**src/rtl/branch_commit_update_if.sv**
```systemverilog
// Commit-to-predictor update bus: ROB commit port, stall back-pressure,
// predictor busy and the registered update pulse with its payload.
interface branch_commit_update_if;
  logic        commit_valid;
  logic [31:0] commit_pc;
  logic        commit_is_branch;
  logic        commit_is_jal;
  logic        commit_taken;
  logic        commit_pred_taken;
  logic [31:0] commit_target;
  logic        commit_stall;
  logic        btb_busy;
  logic        upd_valid;
  logic        upd_ready;
  logic [31:0] upd_pc;
  logic [31:0] upd_target;
  logic        upd_branch;
  logic        upd_jal;
  logic        upd_resol;
  logic        upd_ghr_bit;

  // Environment side: ROB commit port and branch predictor.
  modport master (
    output commit_valid, commit_pc, commit_is_branch, commit_is_jal,
           commit_taken, commit_pred_taken, commit_target, btb_busy,
    input  commit_stall, upd_valid, upd_ready, upd_pc, upd_target,
           upd_branch, upd_jal, upd_resol, upd_ghr_bit
  );

  // Update producer side.
  modport slave (
    input  commit_valid, commit_pc, commit_is_branch, commit_is_jal,
           commit_taken, commit_pred_taken, commit_target, btb_busy,
    output commit_stall, upd_valid, upd_ready, upd_pc, upd_target,
           upd_branch, upd_jal, upd_resol, upd_ghr_bit
  );
endinterface

```
**src/rtl/branch_commit_update.sv**
```systemverilog
// Buffers committed branches/JALs in commit order and replays them to the
// branch predictor as one-cycle update pulses; keeps saturating perf counters.
module branch_commit_update #(
  parameter int DEPTH = 4,
  parameter int CNT_W = 32
) (
  input  logic                 clk,
  input  logic                 rst,
  branch_commit_update_if.slave bus,
  output logic [CNT_W-1:0]     perf_branches,
  output logic [CNT_W-1:0]     perf_mispred
);

  localparam int AW = $clog2(DEPTH);

  typedef struct packed {
    logic [31:0] pc;
    logic [31:0] target;
    logic        branch;
    logic        jal;
    logic        taken;
  } entry_t;

  entry_t        mem [DEPTH];
  entry_t        wr_entry;
  entry_t        head;
  entry_t        out_q;
  logic          out_valid;
  logic [AW:0]   wr_ptr;
  logic [AW:0]   rd_ptr;
  logic          full;
  logic          empty;
  logic          push;
  logic          pop;
  logic          count_branch;
  logic          mispred;

  // NOTE: every always_comb output is assigned on every path, so no latch is inferred.
  always_comb begin
    empty        = (wr_ptr == rd_ptr);
    full         = (wr_ptr[AW-1:0] == rd_ptr[AW-1:0]) && (wr_ptr[AW] != rd_ptr[AW]);
    push         = bus.commit_valid && (bus.commit_is_branch || bus.commit_is_jal) && !full;
    pop          = !bus.btb_busy && !empty;
    count_branch = push && bus.commit_is_branch;
    mispred      = bus.commit_taken != bus.commit_pred_taken;

    // A commit flagged as both branch and JAL is replayed as a branch.
    wr_entry.pc     = bus.commit_pc;
    wr_entry.target = bus.commit_target;
    wr_entry.branch = bus.commit_is_branch;
    wr_entry.jal    = bus.commit_is_jal && !bus.commit_is_branch;
    wr_entry.taken  = bus.commit_taken;

    head = mem[rd_ptr[AW-1:0]];
  end

  // NOTE: the storage array is not reset; the pointers alone decide which entries are live.
  always_ff @(posedge clk) begin
    if (push) mem[wr_ptr[AW-1:0]] <= wr_entry;
  end

  // NOTE: sequential state uses non-blocking assignments so every flop samples pre-edge values.
  always_ff @(posedge clk or negedge rst) begin
    if (!rst) begin
      wr_ptr <= '0;
      rd_ptr <= '0;
    end else begin
      if (push) wr_ptr <= wr_ptr + 1'b1;
      if (pop)  rd_ptr <= rd_ptr + 1'b1;
    end
  end

  // Payload holds its last value between pulses; the valid flag is a single-cycle pulse.
  always_ff @(posedge clk or negedge rst) begin
    if (!rst) begin
      out_valid <= 1'b0;
      out_q     <= '0;
    end else begin
      out_valid <= pop;
      if (pop) out_q <= head;
    end
  end

  always_ff @(posedge clk or negedge rst) begin
    if (!rst) begin
      perf_branches <= '0;
      perf_mispred  <= '0;
    end else if (count_branch) begin
      if (perf_branches != '1)           perf_branches <= perf_branches + CNT_W'(1);
      if (mispred && perf_mispred != '1) perf_mispred  <= perf_mispred + CNT_W'(1);
    end
  end

  assign bus.commit_stall = full;
  assign bus.upd_valid    = out_valid;
  assign bus.upd_ready    = out_valid;
  assign bus.upd_pc       = out_q.pc;
  assign bus.upd_target   = out_q.target;
  assign bus.upd_branch   = out_q.branch;
  assign bus.upd_jal      = out_q.jal;
  assign bus.upd_resol    = out_q.taken;
  assign bus.upd_ghr_bit  = out_q.taken;

endmodule

```
**src/flat_wrapper.sv**
```systemverilog
// flat-port wrapper written by rule: the top's interface ports become plain ports
module branch_commit_update_flat 
#(
  parameter int DEPTH = 4,
  parameter int CNT_W = 32
)
  (clk, rst, perf_branches, perf_mispred, bus_commit_valid, bus_commit_pc, bus_commit_is_branch, bus_commit_is_jal, bus_commit_taken, bus_commit_pred_taken, bus_commit_target, bus_btb_busy, bus_commit_stall, bus_upd_valid, bus_upd_ready, bus_upd_pc, bus_upd_target, bus_upd_branch, bus_upd_jal, bus_upd_resol, bus_upd_ghr_bit);
  branch_commit_update_if bus_i ();
  input  logic clk;
  input  logic rst;
  output logic [CNT_W-1:0] perf_branches;
  output logic [CNT_W-1:0] perf_mispred;
  input wire logic [$bits(bus_i.commit_valid)-1:0] bus_commit_valid;
  input wire logic [$bits(bus_i.commit_pc)-1:0] bus_commit_pc;
  input wire logic [$bits(bus_i.commit_is_branch)-1:0] bus_commit_is_branch;
  input wire logic [$bits(bus_i.commit_is_jal)-1:0] bus_commit_is_jal;
  input wire logic [$bits(bus_i.commit_taken)-1:0] bus_commit_taken;
  input wire logic [$bits(bus_i.commit_pred_taken)-1:0] bus_commit_pred_taken;
  input wire logic [$bits(bus_i.commit_target)-1:0] bus_commit_target;
  input wire logic [$bits(bus_i.btb_busy)-1:0] bus_btb_busy;
  output wire logic [$bits(bus_i.commit_stall)-1:0] bus_commit_stall;
  output wire logic [$bits(bus_i.upd_valid)-1:0] bus_upd_valid;
  output wire logic [$bits(bus_i.upd_ready)-1:0] bus_upd_ready;
  output wire logic [$bits(bus_i.upd_pc)-1:0] bus_upd_pc;
  output wire logic [$bits(bus_i.upd_target)-1:0] bus_upd_target;
  output wire logic [$bits(bus_i.upd_branch)-1:0] bus_upd_branch;
  output wire logic [$bits(bus_i.upd_jal)-1:0] bus_upd_jal;
  output wire logic [$bits(bus_i.upd_resol)-1:0] bus_upd_resol;
  output wire logic [$bits(bus_i.upd_ghr_bit)-1:0] bus_upd_ghr_bit;
  assign bus_i.commit_valid = bus_commit_valid;
  assign bus_i.commit_pc = bus_commit_pc;
  assign bus_i.commit_is_branch = bus_commit_is_branch;
  assign bus_i.commit_is_jal = bus_commit_is_jal;
  assign bus_i.commit_taken = bus_commit_taken;
  assign bus_i.commit_pred_taken = bus_commit_pred_taken;
  assign bus_i.commit_target = bus_commit_target;
  assign bus_i.btb_busy = bus_btb_busy;
  assign bus_commit_stall = bus_i.commit_stall;
  assign bus_upd_valid = bus_i.upd_valid;
  assign bus_upd_ready = bus_i.upd_ready;
  assign bus_upd_pc = bus_i.upd_pc;
  assign bus_upd_target = bus_i.upd_target;
  assign bus_upd_branch = bus_i.upd_branch;
  assign bus_upd_jal = bus_i.upd_jal;
  assign bus_upd_resol = bus_i.upd_resol;
  assign bus_upd_ghr_bit = bus_i.upd_ghr_bit;
  branch_commit_update #(.DEPTH(DEPTH), .CNT_W(CNT_W)) u_core (.clk(clk), .rst(rst), .bus(bus_i), .perf_branches(perf_branches), .perf_mispred(perf_mispred));
endmodule
```
**config.mk**
```make
export PLATFORM = sky130hd
export DESIGN_NAME = branch_commit_update_flat
export DESIGN_NICKNAME = d
export VERILOG_FILES = /design/src/rtl/branch_commit_update_if.sv /design/src/rtl/branch_commit_update.sv /design/src/flat_wrapper.sv
export SDC_FILE = /design/constraint.sdc
export NUM_CORES = 1
export LEC_CHECK = 0
export ABC_AREA = 1
export CAP_MARGIN = 20
export CORE_AREA = 2 2 181 183
export CTS_CLUSTER_SIZE = 16
export DETAILED_ROUTE_END_ITERATION = 6
export DIE_AREA = 0 0 183 185
export PLACE_DENSITY = 0.77
export RECOVER_POWER = 50
export SLEW_MARGIN = 20
export SYNTH_ARGS = -nofsm -noshare
export SYNTH_HDL_FRONTEND = slang
export SYNTH_SLANG_ARGS = --single-unit
```
**constraint.sdc**
```tcl
create_clock -name clk -period 9.6 [get_ports clk]
set_input_delay 1.92 -clock clk [delete_from_list [all_inputs] [get_ports clk]]
set_output_delay 1.92 -clock clk [all_outputs]
set_load 0.005 [all_outputs]
```
# Yosys cells after proc, flatten, opt, wreduce, memory -nomap -nowiden
# Memory sizes are Yosys's and may differ from the RTL's. A register that Yosys moved wholly into a read port is not among the register bits.
# Cells that the tools add are included.
# word_totals
regBits	71
ramBits	268
out_inout_bits	135
elab_cells	33
memories	1
# classes
n_addsub	4
eq_ne	6
n_mux	2
n_reduce_logical	15
# memory_table
memory	words	width	rd	rd_clocked_by_memory_dff	write_ports	line_no	text
u_core.mem	4	67	1	1	1	branch_commit_update.sv:24	entry_t mem [DEPTH];
# op_table
op	n
$add 32x1->32 const B	2
$ne 32x32->1 const B	2
$logic_and 1x1->1	7
$add 3x1->3 const B	2
$logic_not 1->1	5
$reduce_and 2->1	2
$eq 3x3->1	1
$eq 2x2->1	1
$mux 1	2
$ne 1x1->1	2
$logic_or 1x1->1	1

# Logic depth before layout (Yosys ltp)
# logic_depth
depth_word	6
ltp_mapped	11
ltp_nobuf	10

# Worst setup path after synthesis
# OpenSTA, ideal clock, no wires.
# synth_path
kind	input-to-reg
from	in bus_commit_is_jal
to	mem u_core.mem[3][0] (netlist name), enable pin
setup_ps	495
arrival_time_ps	5107
required_ps	9105
path_slack_ps	3997
stages	3
n_path_buf	0
path_cell_list	o21a_1 nand2_2 nor2_1
# synth_between
elab_chain_cells	5
# synth_rtl
element	line_no	text
from (decl)	flat_wrapper.sv:16	input wire logic [$bits(bus_i.commit_is_jal)-1:0] bus_commit_is_jal;
$logic_or 1x1->1	branch_commit_update.sv:42	push = bus.commit_valid && (bus.commit_is_branch || bus.commit_is_jal) && !full;
$logic_and 1x1->1 (2 in a row)	branch_commit_update.sv:42	
$mux 1	branch_commit_update.sv:59	if (push) mem[wr_ptr[AW-1:0]] <= wr_entry;
$mux 1 (implied by the code)	branch_commit_update.sv:59	
to (decl)	branch_commit_update.sv:24	
# Every way passes these cells.

==> flow_results.org <==
** Cells and area
- Leaving out filler cells and counting taps, the final layout contains 2305.
- The net count of the finished layout is 1936.
- The multi-input combinational cells in the finished layout cover a total of 0.005142 mm².
- Signed area change from the synthesized netlist to the final layout :: 22.17%
- The sequential cells in the finished layout cover a total of 0.01151 mm².
- Fraction of final layout cells sized beyond drive strength 1 :: approximately 6.1%
- After filler insertion, the fill cell instance count of the layout stands at 2397.
- Final Core Density :: 65.76%

** Placed design
- Worst slack after detailed placement :: 4.970 ns
- Routability-driven placement finished with a final weighted congestion of 0.9306.
- Port-buffer cells :: approximately 210
- Cell total after placement :: roughly 2200
- Hpwl dp :: about 23000 µm

** Pwr
- Power density over the cells :: 265.3 mW/mm²
- Fraction of power consumed by combinational cells :: 25.9%
- Sw Share :: around a third
- Net switching component of the power :: roughly 0.0018 W
- Internal power comes to 0.003820 W.
- Leakage power :: 8.822 nW
- Registers are responsible for 43.2% of the overall power.
- Share of total power in the clock network :: 30.9%
- Worst-case vdd ir drop :: 0.0001688 V

** Route
- Remaining antenna violation count after routing :: 0
- Drt initial violations :: 1107
- Routed vias :: 12375
- The first detailed-routing pass ran for 5 iterations.
- In the routed design, unresolved DRC markers number 0.
- For this block, the routed nets add up to 38530 µm of wire.
- Dividing the detail-routed wire length by the instance count gives 16.72 µm.
- Via count normalized by instance count :: between 5 and 6

** STA
- Across all setup checks in the final design, the least slack found is 3.629 ns.
- Fmax achieved :: roughly 170 MHz
- Min cycle time layout :: 5.971 ns
- Setup total negative slack :: 0 ns
- Headroom to the max-slew limit came out at -191.2%.
- Maximum clock skew at final layout :: 0.01883 ns
- At the pin with the least slew margin, the transition time is 4.368 ns.
- Setup repair after global routing left no endpoint under its margin.
- Slew Viols, Final :: 77
- Final setup violating endpoints :: 0
- Final hold violation count :: 0
- Dividing the final minimum period by the clock period gives 62.19%.

** Synth
- Area share of the largest cell type after synthesis :: 46.67%
- By instance count, the leading cell after synthesis is sky130_fd_sc_hd__nand2_1.
- Total nets after synthesis :: 1749
- In this run, synthesis inferred 268 flip-flops with an integrated enable.
- Number of warnings issued by yosys :: 0
- Async S/R FF share, synth :: 33.99%
- Library cells used by synthesis :: 31
- After synthesis, the most frequently instantiated cells are sky130_fd_sc_hd__nand2_1 (550), sky130_fd_sc_hd__edfxtp_1 (268), sky130_fd_sc_hd__nor2_1 (227), sky130_fd_sc_hd__dfrtp_1 (138), sky130_fd_sc_hd__o21ai_0 (134).
- Synthesized instance count :: roughly 1700
- After synthesis, the cell types taking the most area are sky130_fd_sc_hd__edfxtp_1 (47%), sky130_fd_sc_hd__dfrtp_1 (20%), sky130_fd_sc_hd__nand2_1 (12%).
- Mean instance size in the synthesized netlist :: about 10 µm²
- Summing the sequential cell areas from Yosys gives 66.69% of the chip area.
- Netlist area before placement :: about 0.017 mm²
- The synthesized design contains 406 register bits.
- Main flop type after synthesis :: sky130_fd_sc_hd__edfxtp_1
- Biggest area consumer among synthesized cells :: sky130_fd_sc_hd__edfxtp_1

** Run status
- Run status :: finished, violations left
- Violations in the final reports :: capacitance limit, slew limit

** Clock network
- Count of cells resized by post-cts repair :: 0
- Clock tree synthesis inserted a total of 42 buffers.
- The H-tree was split into 2 levels.
- No sink is reached through more buffers than the 3 on the longest clock path.
- After clock tree synthesis, the clock-pin slew on the worst setup and hold paths is 0.06 ns.
- Num Clock Sinks :: 406
- TritonCTS clock tree :: done
- In this run, post-CTS hold repair placed 0 buffers.
- Post-CTS timing repair inserted 0 buffers for setup.
- Clock latency on the worst-skew pair, taken at its later pin, is between 0.5 and 0.6 ns.
- The cell sitting at the root of the clock tree is a sky130_fd_sc_hd__clkbuf_16.

** Worst setup path
- Arrival time at the worst endpoint :: between 4 and 5 ns
- Crit Path Max Fanout :: 76
- The worst setup path is of the primary input to async pin kind.
- On the critical path, the stage with the largest delay is an instance of sky130_fd_sc_hd__clkbuf_1.
- Dominant delay contributor by cell family on the critical path :: buffers and inverters
- STA classifies the critical path startpoint as a primary input.
- Category of the worst setup path capture point :: async pin
- Traced cell by cell, the critical path runs through clkbuf_1.
- Delay of the slowest cell on the worst path :: 3.01 ns
- Worst path required time :: 8.59 ns
- Buf/Inv on CP :: 1

** Die
- Row count :: 66
- Die area :: about 0.034 mm²
- slightly above 200 I/O pins were placed.
- The floorplan step set the die width to 183 µm.
- Height of the die :: 185 µm
- Starting Density :: 53.82%
- Area of the placeable core :: 0.03204 mm²

** Worst hold path
- Path category of the worst min-delay check :: flip-flop to flip-flop

** Global routing
- The initial antenna violation count is 9.
- The first global-routing pass estimated between 60000 and 70000 µm of wire.
- GR Overflow Total :: 0
- The via count of the first global-routing pass was between 10000 and 15000.
- Global routing consumed, over all layers together, 22.87% of the routing resources.
- Entering global routing, the biggest net connects 104 pins.

** Run
- Number of max-capacitance violations reported :: 1
[routing by layer]
| metal | up-vias | track usage (%) | routed length [µm] |
|---|---|---|---|
| li1 | 5977 | - | - |
| met1 | 5903 | 30.96 | 16710 |
| met2 | 421 | 38.21 | 18160 |
| met3 | 68 | 4.483 | 2869 |
| met4 | 6 | 6.048 | 748 |
| met5 | - | 0 | 41 |
[registers in the layout, summed over array words and instances (netlist names)]
name / cells
u_core.bus.upd_ready: 1
u_core.bus.upd_branch: 1
u_core.bus.upd_pc: 32
u_core.perf_branches: 32
u_core.bus.upd_ghr_bit: 1
u_core.rd_ptr: 3
u_core.bus.upd_jal: 1
u_core.bus.upd_target: 32
u_core.wr_ptr: 3
u_core.perf_mispred: 32
u_core.mem: 268
[metrics by stage]
stage | area [µm²] | total power (W) | hold WS, ns
2_1_floorplan | 17250 | 0.003287 | 0.4621
3_3_place_gp | 19560 | 0.003899 | 0.4635
3_5_place_dp | 19560 | 0.003951 | 0.4649
4_1_cts | 21060 | 0.005697 | 0.4829
5_1_grt | 21060 | 0.005898 | 0.5068
6_report | 21070 | 0.005590 | 0.4691
[layout by cell type (no fill, tap or decap), types with 2 or more instances in the layout]
cell                                n
sky130_fd_sc_hd__inv_6              3
sky130_fd_sc_hd__clkinv_2          11
sky130_fd_sc_hd__clkbuf_1           5
sky130_fd_sc_hd__nand3b_1          13
sky130_fd_sc_hd__ha_1               7
sky130_fd_sc_hd__dlygate4sd3_1    131
sky130_fd_sc_hd__o21ai_0          134
sky130_fd_sc_hd__nor2_1           223
sky130_fd_sc_hd__nand3_1           22
sky130_fd_sc_hd__nand4_1            2
sky130_fd_sc_hd__xor2_1            26
sky130_fd_sc_hd__dfrtp_1          136
sky130_fd_sc_hd__o21bai_1          32
sky130_fd_sc_hd__o21ai_1           11
sky130_fd_sc_hd__o22ai_1           67
sky130_fd_sc_hd__inv_2              3
sky130_fd_sc_hd__diode_2            6
sky130_fd_sc_hd__inv_1             64
sky130_fd_sc_hd__nor2_4             7
sky130_fd_sc_hd__clkdlybuf4s50_1   74
sky130_fd_sc_hd__bufinv_16          5
sky130_fd_sc_hd__nand2_1          550
sky130_fd_sc_hd__nand2_4            3
sky130_fd_sc_hd__edfxtp_1         268
sky130_fd_sc_hd__clkbuf_16         44
sky130_fd_sc_hd__buf_4             10
sky130_fd_sc_hd__xnor2_1            8
sky130_fd_sc_hd__nor2_2             8
sky130_fd_sc_hd__nand2_2            5
sky130_fd_sc_hd__clkbuf_8           7
[power by group through the flow]
stage,registers (W),clock network (W),logic [W]
5_1_grt,0.00246,0.00183,0.00162
2_1_floorplan,0.00242,0,0.000871
4_1_cts,0.00242,0.00175,0.00152
3_3_place_gp,0.00244,0,0.00146
3_5_place_dp,0.00245,0,0.00150
6_report,0.00241,0.00173,0.00145
[logic make-up (layout without fill, tap and decap cells)]
| family | after synthesis | in the layout | synth area share (%) |
|---|---|---|---|
| and+or+nand+nor | 835 | 835 | 19.18 |
| DFF | 406 | 406 | 66.69 |
| AOI/OAI and AO/OA | 247 | 247 | 8.198 |
| buffers and inverters | 141 | 362 | 3.693 |
| xor gates and xnor gates | 34 | 34 | 1.727 |
| adders and majority gates | 7 | 7 | 0.5078 |
| other | 0 | 6 | 0 |
[final timing paths]
path                                                  endpoint  slack (ns)                               from  depth (start not counted)
max in group clk                              bus_commit_stall        4.46       u_core.rd_ptr[0]$_DFFE_PN0P_                          7
setup reg to reg                  u_core.rd_ptr[2]$_DFFE_PN0P_        5.24       u_core.rd_ptr[0]$_DFFE_PN0P_                         11
hold reg to reg              u_core.bus.upd_pc[25]$_DFFE_PN0P_        0.47  u_core.bus.upd_pc[25]$_DFFE_PN0P_                          2
hold / removal               u_core.bus.upd_pc[25]$_DFFE_PN0P_        0.47  u_core.bus.upd_pc[25]$_DFFE_PN0P_                          2
setup / recovery                  u_core.rd_ptr[0]$_DFFE_PN0P_        3.63                                rst                          1
min in group asynchronous  u_core.perf_branches[3]$_DFFE_PN0P_        2.93                                rst                          1
[layout make-up]
type,instances,share of cell area [%]
diodes,6,0.07126
clock buffers,55,5.754
clock inverters,23,1.396
inverters,68,1.223
multi-input cells,1123,24.41
flip-flops and latches,406,54.61
well taps,408,2.423
repair buffers,216,10.11
Note: power is estimated with default switching activity, not from simulation.
